`config.mk`:
```
export PLATFORM = sky130hd
export DESIGN_NAME = axi_bresp_tracker_flat
export DESIGN_NICKNAME = d
export VERILOG_FILES = /design/src/rtl/axi_bresp_tracker_if.sv /design/src/rtl/axi_bresp_tracker.sv /design/src/flat_wrapper.sv
export SDC_FILE = /design/constraint.sdc
export NUM_CORES = 1
export LEC_CHECK = 0
export BUFFER_PORTS_ARGS = -buffer_cell sky130_fd_sc_hd__buf_2
export CAP_MARGIN = 20
export CORE_MARGIN = 5
export CORE_UTILIZATION = 50
export DETAILED_ROUTE_END_ITERATION = 8
export PLACE_DENSITY = 0.8
export SKIP_LAST_GASP = 1
export SYNTH_ARGS = -nofsm -noshare
export SYNTH_HDL_FRONTEND = slang
export SYNTH_SLANG_ARGS = --single-unit
```
`constraint.sdc`:
```
create_clock -name clk -period 2.58 [get_ports clk]
set_clock_uncertainty 0.2 [all_clocks]
set_input_delay 0.129 -clock clk [delete_from_list [all_inputs] [get_ports clk]]
set_output_delay 0.129 -clock clk [all_outputs]
set_load 0.02 [all_outputs]
```
`src/rtl/axi_bresp_tracker_if.sv`:
```
// Bundles the observed AW handshake, the B channel and the user response slot of the
// write-response tracker.
interface axi_bresp_tracker_if #(
    parameter int ID_W = 12
);
    logic            m_axi_awvalid;
    logic            m_axi_awready;
    logic [ID_W-1:0] m_axi_awid;
    logic            m_axi_bvalid;
    logic [ID_W-1:0] m_axi_bid;
    logic [1:0]      m_axi_bresp;
    logic            m_axi_bready;
    logic            resp_valid;
    logic            resp_ready;
    logic [ID_W-1:0] resp_id;
    logic [1:0]      resp_code;

    modport slave (
        input  m_axi_awvalid, m_axi_awready, m_axi_awid,
        input  m_axi_bvalid, m_axi_bid, m_axi_bresp, resp_ready,
        output m_axi_bready, resp_valid, resp_id, resp_code
    );

    modport master (
        output m_axi_awvalid, m_axi_awready, m_axi_awid,
        output m_axi_bvalid, m_axi_bid, m_axi_bresp, resp_ready,
        input  m_axi_bready, resp_valid, resp_id, resp_code
    );
endinterface

```
`src/rtl/axi_bresp_tracker.sv`:
```
// AXI B-channel tracker: in-order AWID FIFO, BID/BRESP checking, registered user
// response slot (or drop mode) and sticky error reporting.
module axi_bresp_tracker #(
    parameter int ID_W  = 12,
    parameter int DEPTH = 4,
    parameter int MODE  = 0,
    parameter int CNT_W = 8
) (
    input  logic                   clk,
    input  logic                   rst,
    axi_bresp_tracker_if.slave     bus,
    output logic                   aw_stall,
    output logic [$clog2(DEPTH):0] outstanding,
    output logic                   err_id,
    output logic                   err_resp,
    output logic                   err_unexp,
    output logic                   err_ovf,
    output logic [CNT_W-1:0]       err_cnt,
    input  logic                   err_clr
);
    localparam int PTR_W = $clog2(DEPTH);
    localparam int OCC_W = PTR_W + 1;
    localparam logic [OCC_W-1:0] FULL_OCC = OCC_W'(DEPTH);
    localparam logic [CNT_W-1:0] CNT_MAX  = {CNT_W{1'b1}};

    logic [ID_W-1:0]  id_mem_r [DEPTH];
    logic [PTR_W-1:0] wr_ptr_r;
    logic [PTR_W-1:0] rd_ptr_r;
    logic [OCC_W-1:0] count_r;
    logic             resp_valid_r;
    logic [ID_W-1:0]  resp_id_r;
    logic [1:0]       resp_code_r;
    logic             err_id_r;
    logic             err_resp_r;
    logic             err_unexp_r;
    logic             err_ovf_r;
    logic [CNT_W-1:0] err_cnt_r;

    logic             aw_fire_s;
    logic             b_fire_s;
    logic             full_s;
    logic             empty_s;
    logic             push_s;
    logic             pop_s;
    logic             bready_s;
    logic             id_evt_s;
    logic             resp_evt_s;
    logic             cnt_evt_s;
    logic             unexp_evt_s;
    logic             ovf_evt_s;
    logic [ID_W-1:0]  head_id_s;

    function automatic logic [CNT_W-1:0] sat_inc(input logic [CNT_W-1:0] v);
        if (v == CNT_MAX) begin
            return v;
        end else begin
            return v + CNT_W'(1'b1);
        end
    endfunction

    // Handshake decode, FIFO control and error event detection.
    always_comb begin
        full_s      = (count_r == FULL_OCC);
        empty_s     = (count_r == {OCC_W{1'b0}});
        head_id_s   = id_mem_r[rd_ptr_r];
        if (MODE == 0) begin
            bready_s = ~empty_s & (~resp_valid_r | bus.resp_ready);
        end else begin
            bready_s = ~empty_s;
        end
        aw_fire_s   = bus.m_axi_awvalid & bus.m_axi_awready;
        b_fire_s    = bus.m_axi_bvalid & bready_s;
        pop_s       = b_fire_s;
        // A full FIFO still accepts a push when the head leaves in the same cycle.
        push_s      = aw_fire_s & (~full_s | pop_s);
        ovf_evt_s   = aw_fire_s & full_s & ~pop_s;
        id_evt_s    = b_fire_s & (bus.m_axi_bid != head_id_s);
        resp_evt_s  = b_fire_s & bus.m_axi_bresp[1];
        cnt_evt_s   = id_evt_s | resp_evt_s;
        unexp_evt_s = bus.m_axi_bvalid & empty_s;
    end

    // Outstanding-ID FIFO storage, pointers and occupancy.
    always_ff @(posedge clk or posedge rst) begin
        if (rst) begin
            for (int i = 0; i < DEPTH; i++) begin
                id_mem_r[i] <= {ID_W{1'b0}};
            end
            wr_ptr_r <= {PTR_W{1'b0}};
            rd_ptr_r <= {PTR_W{1'b0}};
            count_r  <= {OCC_W{1'b0}};
        end else begin
            if (push_s) begin
                id_mem_r[wr_ptr_r] <= bus.m_axi_awid;
                wr_ptr_r           <= wr_ptr_r + PTR_W'(1'b1);
            end
            if (pop_s) begin
                rd_ptr_r <= rd_ptr_r + PTR_W'(1'b1);
            end
            case ({push_s, pop_s})
                2'b10:   count_r <= count_r + OCC_W'(1'b1);
                2'b01:   count_r <= count_r - OCC_W'(1'b1);
                default: count_r <= count_r;
            endcase
        end
    end

    // User response slot; loading and draining together keeps it full with new data.
    always_ff @(posedge clk or posedge rst) begin
        if (rst) begin
            resp_valid_r <= 1'b0;
            resp_id_r    <= {ID_W{1'b0}};
            resp_code_r  <= 2'b00;
        end else if ((MODE == 0) && b_fire_s) begin
            resp_valid_r <= 1'b1;
            resp_id_r    <= bus.m_axi_bid;
            resp_code_r  <= bus.m_axi_bresp;
        end else if (bus.resp_ready) begin
            resp_valid_r <= 1'b0;
        end
    end

    // Sticky flags and saturating counter; a same-cycle event beats err_clr.
    always_ff @(posedge clk or posedge rst) begin
        if (rst) begin
            err_id_r    <= 1'b0;
            err_resp_r  <= 1'b0;
            err_unexp_r <= 1'b0;
            err_ovf_r   <= 1'b0;
            err_cnt_r   <= {CNT_W{1'b0}};
        end else begin
            err_id_r    <= (err_clr ? 1'b0 : err_id_r)    | id_evt_s;
            err_resp_r  <= (err_clr ? 1'b0 : err_resp_r)  | resp_evt_s;
            err_unexp_r <= (err_clr ? 1'b0 : err_unexp_r) | unexp_evt_s;
            err_ovf_r   <= (err_clr ? 1'b0 : err_ovf_r)   | ovf_evt_s;
            if (err_clr) begin
                err_cnt_r <= cnt_evt_s ? CNT_W'(1'b1) : {CNT_W{1'b0}};
            end else if (cnt_evt_s) begin
                err_cnt_r <= sat_inc(err_cnt_r);
            end
        end
    end

    assign bus.m_axi_bready = bready_s;
    assign bus.resp_valid   = resp_valid_r;
    assign bus.resp_id      = resp_id_r;
    assign bus.resp_code    = resp_code_r;
    assign aw_stall         = full_s;
    assign outstanding      = count_r;
    assign err_id           = err_id_r;
    assign err_resp         = err_resp_r;
    assign err_unexp        = err_unexp_r;
    assign err_ovf          = err_ovf_r;
    assign err_cnt          = err_cnt_r;
endmodule

```
`src/flat_wrapper.sv`:
```
// flat-port wrapper written by rule: the top's interface ports become plain ports
module axi_bresp_tracker_flat 
#(
    parameter int ID_W  = 12,
    parameter int DEPTH = 4,
    parameter int MODE  = 0,
    parameter int CNT_W = 8
)
  (clk, rst, aw_stall, outstanding, err_id, err_resp, err_unexp, err_ovf, err_cnt, err_clr, bus_m_axi_awvalid, bus_m_axi_awready, bus_m_axi_awid, bus_m_axi_bvalid, bus_m_axi_bid, bus_m_axi_bresp, bus_resp_ready, bus_m_axi_bready, bus_resp_valid, bus_resp_id, bus_resp_code);
  axi_bresp_tracker_if #(.ID_W(ID_W)) bus_i ();
  input  logic clk;
  input  logic rst;
  output logic aw_stall;
  output logic [$clog2(DEPTH):0] outstanding;
  output logic err_id;
  output logic err_resp;
  output logic err_unexp;
  output logic err_ovf;
  output logic [CNT_W-1:0] err_cnt;
  input  logic err_clr;
  input wire logic [$bits(bus_i.m_axi_awvalid)-1:0] bus_m_axi_awvalid;
  input wire logic [$bits(bus_i.m_axi_awready)-1:0] bus_m_axi_awready;
  input wire logic [$bits(bus_i.m_axi_awid)-1:0] bus_m_axi_awid;
  input wire logic [$bits(bus_i.m_axi_bvalid)-1:0] bus_m_axi_bvalid;
  input wire logic [$bits(bus_i.m_axi_bid)-1:0] bus_m_axi_bid;
  input wire logic [$bits(bus_i.m_axi_bresp)-1:0] bus_m_axi_bresp;
  input wire logic [$bits(bus_i.resp_ready)-1:0] bus_resp_ready;
  output wire logic [$bits(bus_i.m_axi_bready)-1:0] bus_m_axi_bready;
  output wire logic [$bits(bus_i.resp_valid)-1:0] bus_resp_valid;
  output wire logic [$bits(bus_i.resp_id)-1:0] bus_resp_id;
  output wire logic [$bits(bus_i.resp_code)-1:0] bus_resp_code;
  assign bus_i.m_axi_awvalid = bus_m_axi_awvalid;
  assign bus_i.m_axi_awready = bus_m_axi_awready;
  assign bus_i.m_axi_awid = bus_m_axi_awid;
  assign bus_i.m_axi_bvalid = bus_m_axi_bvalid;
  assign bus_i.m_axi_bid = bus_m_axi_bid;
  assign bus_i.m_axi_bresp = bus_m_axi_bresp;
  assign bus_i.resp_ready = bus_resp_ready;
  assign bus_m_axi_bready = bus_i.m_axi_bready;
  assign bus_resp_valid = bus_i.resp_valid;
  assign bus_resp_id = bus_i.resp_id;
  assign bus_resp_code = bus_i.resp_code;
  axi_bresp_tracker #(.ID_W(ID_W), .DEPTH(DEPTH), .MODE(MODE), .CNT_W(CNT_W)) u_core (.clk(clk), .rst(rst), .bus(bus_i), .aw_stall(aw_stall), .outstanding(outstanding), .err_id(err_id), .err_resp(err_resp), .err_unexp(err_unexp), .err_ovf(err_ovf), .err_cnt(err_cnt), .err_clr(err_clr));
endmodule
```
Yosys cells after proc, flatten, opt, wreduce, memory -nomap -nowiden
Cells that the tools add are included.
Widths: inputs -> output; s select.
{"block": "word_totals", "reg_bits": 82, "word_cells": 74}
{"block": "classes", "addsub": 5, "order_cmp": 3, "n_eq_ne": 6, "n_mux": 17, "n_bitwise": 22, "reduce_logical": 6}
{"cell": "$bwmux 48", "count": 1}
{"cell": "$mux 12", "count": 3}
{"cell": "$bmux 12 s2", "count": 1}
{"cell": "$demux 12 s2", "count": 1}
{"cell": "$mux 8", "count": 3}
{"cell": "$ne 12x12->1", "count": 1}
{"cell": "$and 1x1->1", "count": 9}
{"cell": "$add 8x1->8 const B", "count": 1}
{"cell": "$eq 8x8->1 const B", "count": 1}
{"cell": "$mux 1", "count": 7}
{"cell": "$or 1x1->1", "count": 7}
{"cell": "$ge 3x3->1 const B", "count": 2}
{"cell": "$not 2->3", "count": 2}
{"cell": "$pmux 3 s2", "count": 1}
{"cell": "$reduce_bool 2->1", "count": 3}
{"cell": "$add 2x1->2 const B", "count": 2}
{"cell": "$not 1->1", "count": 4}
{"cell": "$add 3x1->3 const B", "count": 1}
{"cell": "$eq 3x3->1 const B", "count": 1}
{"cell": "$logic_not 3->1", "count": 1}
{"cell": "$lt 3x1->1 const B", "count": 1}
{"cell": "$sub 3x1->3 const B", "count": 1}
{"cell": "$eq 2x1->1 const B", "count": 1}
{"cell": "$eq 2x2->1 const B", "count": 1}
{"cell": "3 further kinds", "count": 3}

Depth between registers and ports, before layout
{"block": "logic_depth", "ltp_word": 9, "ltp_mapped": 11, "ltp_nobuf": 10}

Worst setup path after synthesis
No wires, ideal clock.
{"block": "synth_path", "kind": "reg-to-reg", "startpoint": "register u_core.count_r[0], in the netlist u_core.outstanding[0]", "endpoint": "register u_core.count_r[2], in the netlist u_core.outstanding[2]", "setup_ns": 0.132, "arrival_time_ns": 2.673, "required_time_ns": 2.248, "setup_slack_ns": -0.425, "path_stages_with_launch": 12, "n_path_buf": 1, "path_cell_list": "dfrtp_1 nor3_1 a21oi_1 nand2_1 clkbuf_1 a21oi_2 inv_1 ha_1 fa_1 xnor2_1 nor2_1 xor2_1"}
{"block": "synth_between", "elab_chain_len": 8, "word_cells_on_any_way": 14, "classes_between": "add/sub: 2; eq/ne: 3; mux: 1; bitwise: 6; reduce/logical: 2"}
{"item": "from (decl)", "line_no": "axi_bresp_tracker.sv:29", "text": "logic [OCC_W-1:0] count_r;"}
{"item": "from (signal assigned)", "line_no": "axi_bresp_tracker.sv:91", "text": "count_r <= {OCC_W{1'b0}};"}
{"item": "from (signal assigned)", "line_no": "axi_bresp_tracker.sv:101", "text": "2'b10: count_r <= count_r + OCC_W'(1'b1);"}
{"item": "from (signal assigned)", "line_no": "axi_bresp_tracker.sv:102", "text": "2'b01: count_r <= count_r - OCC_W'(1'b1);"}
{"item": "$logic_not 3->1 *", "line_no": "axi_bresp_tracker.sv:64", "text": "empty_s = (count_r == {OCC_W{1'b0}});"}
{"item": "$not 1->1 *", "line_no": "axi_bresp_tracker.sv:67", "text": "bready_s = ~empty_s & (~resp_valid_r | bus.resp_ready);"}
{"item": "$and 1x1->1 *", "line_no": "axi_bresp_tracker.sv:67"}
{"item": "net bus_m_axi_bready", "line_no": "flat_wrapper.sv:28", "text": "output wire logic [$bits(bus_i.m_axi_bready)-1:0] bus_m_axi_bready;"}
{"item": "$and 1x1->1 *", "line_no": "axi_bresp_tracker.sv:72", "text": "b_fire_s = bus.m_axi_bvalid & bready_s;"}
{"item": "$or 1x1->1", "line_no": "axi_bresp_tracker.sv:75", "text": "push_s = aw_fire_s & (~full_s | pop_s);"}
{"item": "$and 1x1->1", "line_no": "axi_bresp_tracker.sv:75"}
{"item": "$eq 2x1->1 or $eq 2x2->1 (tied branches)", "line_no": "axi_bresp_tracker.sv:100", "text": "case ({push_s, pop_s})"}
{"item": "$pmux 3 s2 or $reduce_bool 2->1 (tied branches)"}
The timed path passes the listed nets; every way through them passes the cells marked *.
A chain may end at the register's enable or synchronous reset.

Worst setup path after layout
{"block": "layout_path", "startpoint": "register u_core.rd_ptr_r[0]", "endpoint": "register u_core.err_cnt_r[7], in the netlist u_core.err_cnt[7]"}
{"block": "layout_between", "elab_chain_len": 9}
{"item": "from (decl)", "line_no": "axi_bresp_tracker.sv:28", "text": "logic [PTR_W-1:0] rd_ptr_r;"}
{"item": "from (signal assigned)", "line_no": "axi_bresp_tracker.sv:90", "text": "rd_ptr_r <= {PTR_W{1'b0}};"}
{"item": "from (signal assigned)", "line_no": "axi_bresp_tracker.sv:98", "text": "rd_ptr_r <= rd_ptr_r + PTR_W'(1'b1);"}
{"item": "$not 2->3 (not written as such)", "line_no": "axi_bresp_tracker.sv:65", "text": "head_id_s = id_mem_r[rd_ptr_r];"}
{"item": "$bmux 12 s2", "line_no": "axi_bresp_tracker.sv:65"}
{"item": "$mux 12 (not written as such) (2 in a row)", "line_no": "axi_bresp_tracker.sv:65"}
{"item": "$ne 12x12->1", "line_no": "axi_bresp_tracker.sv:77", "text": "id_evt_s = b_fire_s & (bus.m_axi_bid != head_id_s);"}
{"item": "$and 1x1->1", "line_no": "axi_bresp_tracker.sv:77"}
{"item": "$or 1x1->1", "line_no": "axi_bresp_tracker.sv:79", "text": "cnt_evt_s = id_evt_s | resp_evt_s;"}
{"item": "$reduce_bool 2->1 (no source line)"}
{"item": "$reduce_and 2->1 (no source line)"}
{"item": "to (signal assigned)", "line_no": "axi_bresp_tracker.sv:130", "text": "err_cnt_r <= {CNT_W{1'b0}};"}
{"item": "to (signal assigned)", "line_no": "axi_bresp_tracker.sv:137", "text": "err_cnt_r <= cnt_evt_s ? CNT_W'(1'b1) : {CNT_W{1'b0}};"}
{"item": "to (signal assigned)", "line_no": "axi_bresp_tracker.sv:139", "text": "err_cnt_r <= sat_inc(err_cnt_r);"}
{"item": "to (decl)", "line_no": "axi_bresp_tracker.sv:37", "text": "logic [CNT_W-1:0] err_cnt_r;"}
Every way passes these cells. The select of a mux whose other input is x is not followed.

==> impl_metrics.json <==
{
  "min_period_ps": 2620,
  "reg2reg_slack_ps": -40,
  "start_util_pct": 50.5,
  "grt_pass1_vias": 2938,
  "portBuffers": 64,
  "worst_setup_path_start_kind": "register",
  "io_pins": 65,
  "grt_max_degree": 46,
  "crit_arrival_ps": 2700,
  "path_clk_slew_ps": 80,
  "hpwl_um": 5700,
  "ys_ff_latch": 82,
  "ys_seq_area_share_pct": 53.4,
  "ys.flop_type": "dfrtp_1",
  "finalSetupTns_ps": -78.5,
  "fin_nets": 452,
  "p_int_w": 0.00360,
  "antenna_found_initial": 0,
  "syn_nets": 333,
  "cts_buffers": 9,
  "grt_use_total_pct": 19.7,
  "crit_type": "register to register",
  "first_pass_iters": 6,
  "clock-root-buffer": "clkbuf_8",
  "critical-path-top-delay-family": "simple AND/OR/NAND/NOR gates",
  "drc": 0,
  "setup_slack_ps": -42.8,
  "cpMostUsedCell": "buf_4",
  "max_cap_violations": 0,
  "peakVddDrop_v": 0.000364,
  "synthTopCellsByArea": "dfrtp_1 53%, mux2_2 14%, mux4_1 5.5%",
  "fin_crit_sh_pct": 102,
  "hp-class": "primary input to asynchronous set/reset pin",
  "cts_tree": "done",
  "endpoint_kind": "register",
  "rsz0062_at_grt": "true",
  "clockPowerShare_pct": 15.7,
  "setup_viol_count_final": 3,
  "h-tree-depth": 3,
  "dp.cells": 459,
  "max_freq_ghz": 0.381,
  "worstSkewPairLatency_ps": 360,
  "grt_pass1_wl_um": 15000,
  "die_h_um": 97.7,
  "place.gp.congestion": 0.790,
  "synth.cell_area_sq_um": 3840,
  "drt_iter0_markers": 159,
  "slew_headroom_pct": 44.5,
  "crit_start": "u_core.rd_ptr_r[0]$_DFFE_PP0P_",
  "cp.required_ps": 2660,
  "synth_edf_count": 0,
  "synthTopCellsByCount": "82 x dfrtp_1, 55 x nand2_1, 49 x mux2_2, 15 x xnor2_1, 10 x inv_1",
  "path_buf_inv": 3,
  "path_max_fanout": 7,
  "die_w_um": 97.7,
  "yosys_warnings": 0,
  "synthDistinctLibCells": 39,
  "leakage_nw": 2.33,
  "power_switching_w": 0.00195,
  "die_area_sq_um": 9540,
  "cts.sinks": 82,
  "yosysMostFrequentCell": "dfrtp_1",
  "final_cells": 517,
  "viasPerCell": 5.48,
  "drt_wl_total_um": 9160,
  "n_antenna_cell": 0,
  "max_stage_delay_ps": 550,
  "antenna_left": 0,
  "critPathSlowestCell": "mux4_2",
  "clk_path_buf_depth": 2,
  "syn-instance-count": 293,
  "violations": "negative setup slack",
  "power_frac_comb_pct": 44.0,
  "drive_gt1_share_pct": 46.0,
  "p_seq_share_pct": 40.3,
  "area_growth_pct": 29.9,
  "path_cells": "buf_8 > mux4_2 > xnor2_2 > nand4_2 > nor4_4 > buf_4 > buf_4 > or4_4 > a21oi_2",
  "core-area_sq_um": 7610,
  "grt_overflow": 0,
  "yosysTopAreaCellShare_pct": 53.4,
  "finalHoldViolations": 0,
  "status": "finished, violations left",
  "reg2reg_from": "u_core.rd_ptr_r[0]$_DFFE_PP0P_",
  "switching_share_pct": 35.1,
  "rows": 32,
  "worst_pin_slew_ps": 831,
  "route.vias.total": 2835,
  "drv_slew": 0,
  "synthArstFlopShare_pct": 100,
  "yosys.area.top_type": "dfrtp_1",
  "post_drt_wl_per_cell_um": 17.7,
  "avgSynthCellArea_sq_um": 13.1,
  "powerDensity_nw_per_um2": 1110
}
## sequential cells by signal, summed over array words and instances, names as in the netlist
name and cells:
u_core.err_cnt 8, u_core.bus.resp_code 2, u_core.err_resp 1, u_core.wr_ptr_r 2, u_core.err_ovf 1, u_core.id_mem_r 48
u_core.bus.resp_id 12, u_core.err_id 1, u_core.outstanding 3, u_core.err_unexp 1, u_core.rd_ptr_r 2, u_core.bus.resp_valid 1
## final cells by class
cell class                      instances  area [sq um]
Clock buffer                           10           128
Clock inverter                          4          45.0
Fill cell                             547          2610
Inverter                               11          48.8
Multi-Input combinational cell        187          1720
Sequential cell                        82          2060
Tap cell                              102           128
Timing Repair Buffer                  121           875
## layout by cell type, fill, tap and decap left out, types with 2 or more instances in the layout
cell type / instances
dlygate4sd3_1: 34
inv_1: 9
or4_4: 4
buf_12: 2
buf_6: 3
xnor2_1: 12
nand3_1: 5
clkinvlp_4: 2
clkinv_2: 3
mux4_2: 12
nand2_1: 54
o31ai_1: 5
xnor2_2: 5
o21ai_0: 2
nand4_1: 2
o2bb2ai_1: 2
buf_2: 65
clkbuf_8: 9
nand4_2: 2
a21oi_2: 5
dfrtp_1: 79
dfrtp_2: 3
and3_1: 2
mux2_2: 49
a21oi_1: 2
buf_4: 16
ha_1: 5
## through the flow
stage	hold slack [ps]	power, W	util [%]	instance area [sq um]	setup WS (ps)
after CTS	-170	0.00549	64.8	4930	-114
final	268	0.00554	65.7	5000	-42.8
after global placement	120	0.00433	57.4	4370	-99.0
after global routing	304	0.00584	65.7	5000	-120
after floorplan	34.4	0.00386	-	3890	-9.11
after detailed placement	134	0.00444	57.4	4370	-160
## power by group through the flow
stage	Combinational [W]	Sequential (W)	Clock (W)
after global placement	0.00214	0.00219	0
after detailed placement	0.00221	0.00223	0
after CTS	0.00240	0.00221	0.000878
after floorplan	0.00154	0.00232	0
after global routing	0.00262	0.00229	0.000931
final	0.00244	0.00223	0.000871
## worst reg2reg max path: cells and delay by family (launching register included)
| family | cells | cell delay [ps] |
|---|---|---|
| compound gates | 1 | 170 |
| xor+xnor | 1 | 160 |
| buf+inv | 3 | 450 |
| flops | 1 | 400 |
| mux | 1 | 550 |
| simple gates | 3 | 610 |
## layer usage
metal / vias up / routed length, um / track usage (%)
met5: - / 0 / 0
met4: 0 / 292 / 10.2
met3: 34 / 556 / 3.95
met2: 120 / 4530 / 32.1
met1: 1421 / 3780 / 24.8
li1: 1260 / - / -
## worst paths after layout
check	depth (start not counted)	to
worst max-delay path	9	u_core.err_cnt[7]$_DFFE_PP0P_
worst min register to register	2	u_core.bus.resp_id[4]$_DFFE_PP0P_
min in group clk	2	u_core.bus.resp_id[4]$_DFFE_PP0P_
worst max register to register	9	u_core.err_cnt[7]$_DFFE_PP0P_
max in group asynchronous	4	u_core.id_mem_r[31]$_DFFE_PP0P_
worst min-delay path	3	u_core.id_mem_r[34]$_DFFE_PP0P_
## timing repair
action | in CTS | in global routing
endpoints found under the setup margin | 6 | 11
resized for setup | 13 | 18
pin swaps | 6 | 13
hold endpoints to repair | 108 | 5
hold buffers | 33 | 1
setup buffers | 5 | 5
gates cloned | 2 | 0
## logic make-up after synthesis
group / synth area share (%)
flip-flops: 53.4
AND/OR/NAND/NOR: 9.99
multiplexers: 22.4
buffers and inverters: 3.42
AO/OA/AOI/OAI: 3.84
XOR/XNOR: 4.49
adder cells (fa/ha/maj): 2.47
Power figures use the tool's default switching activity.
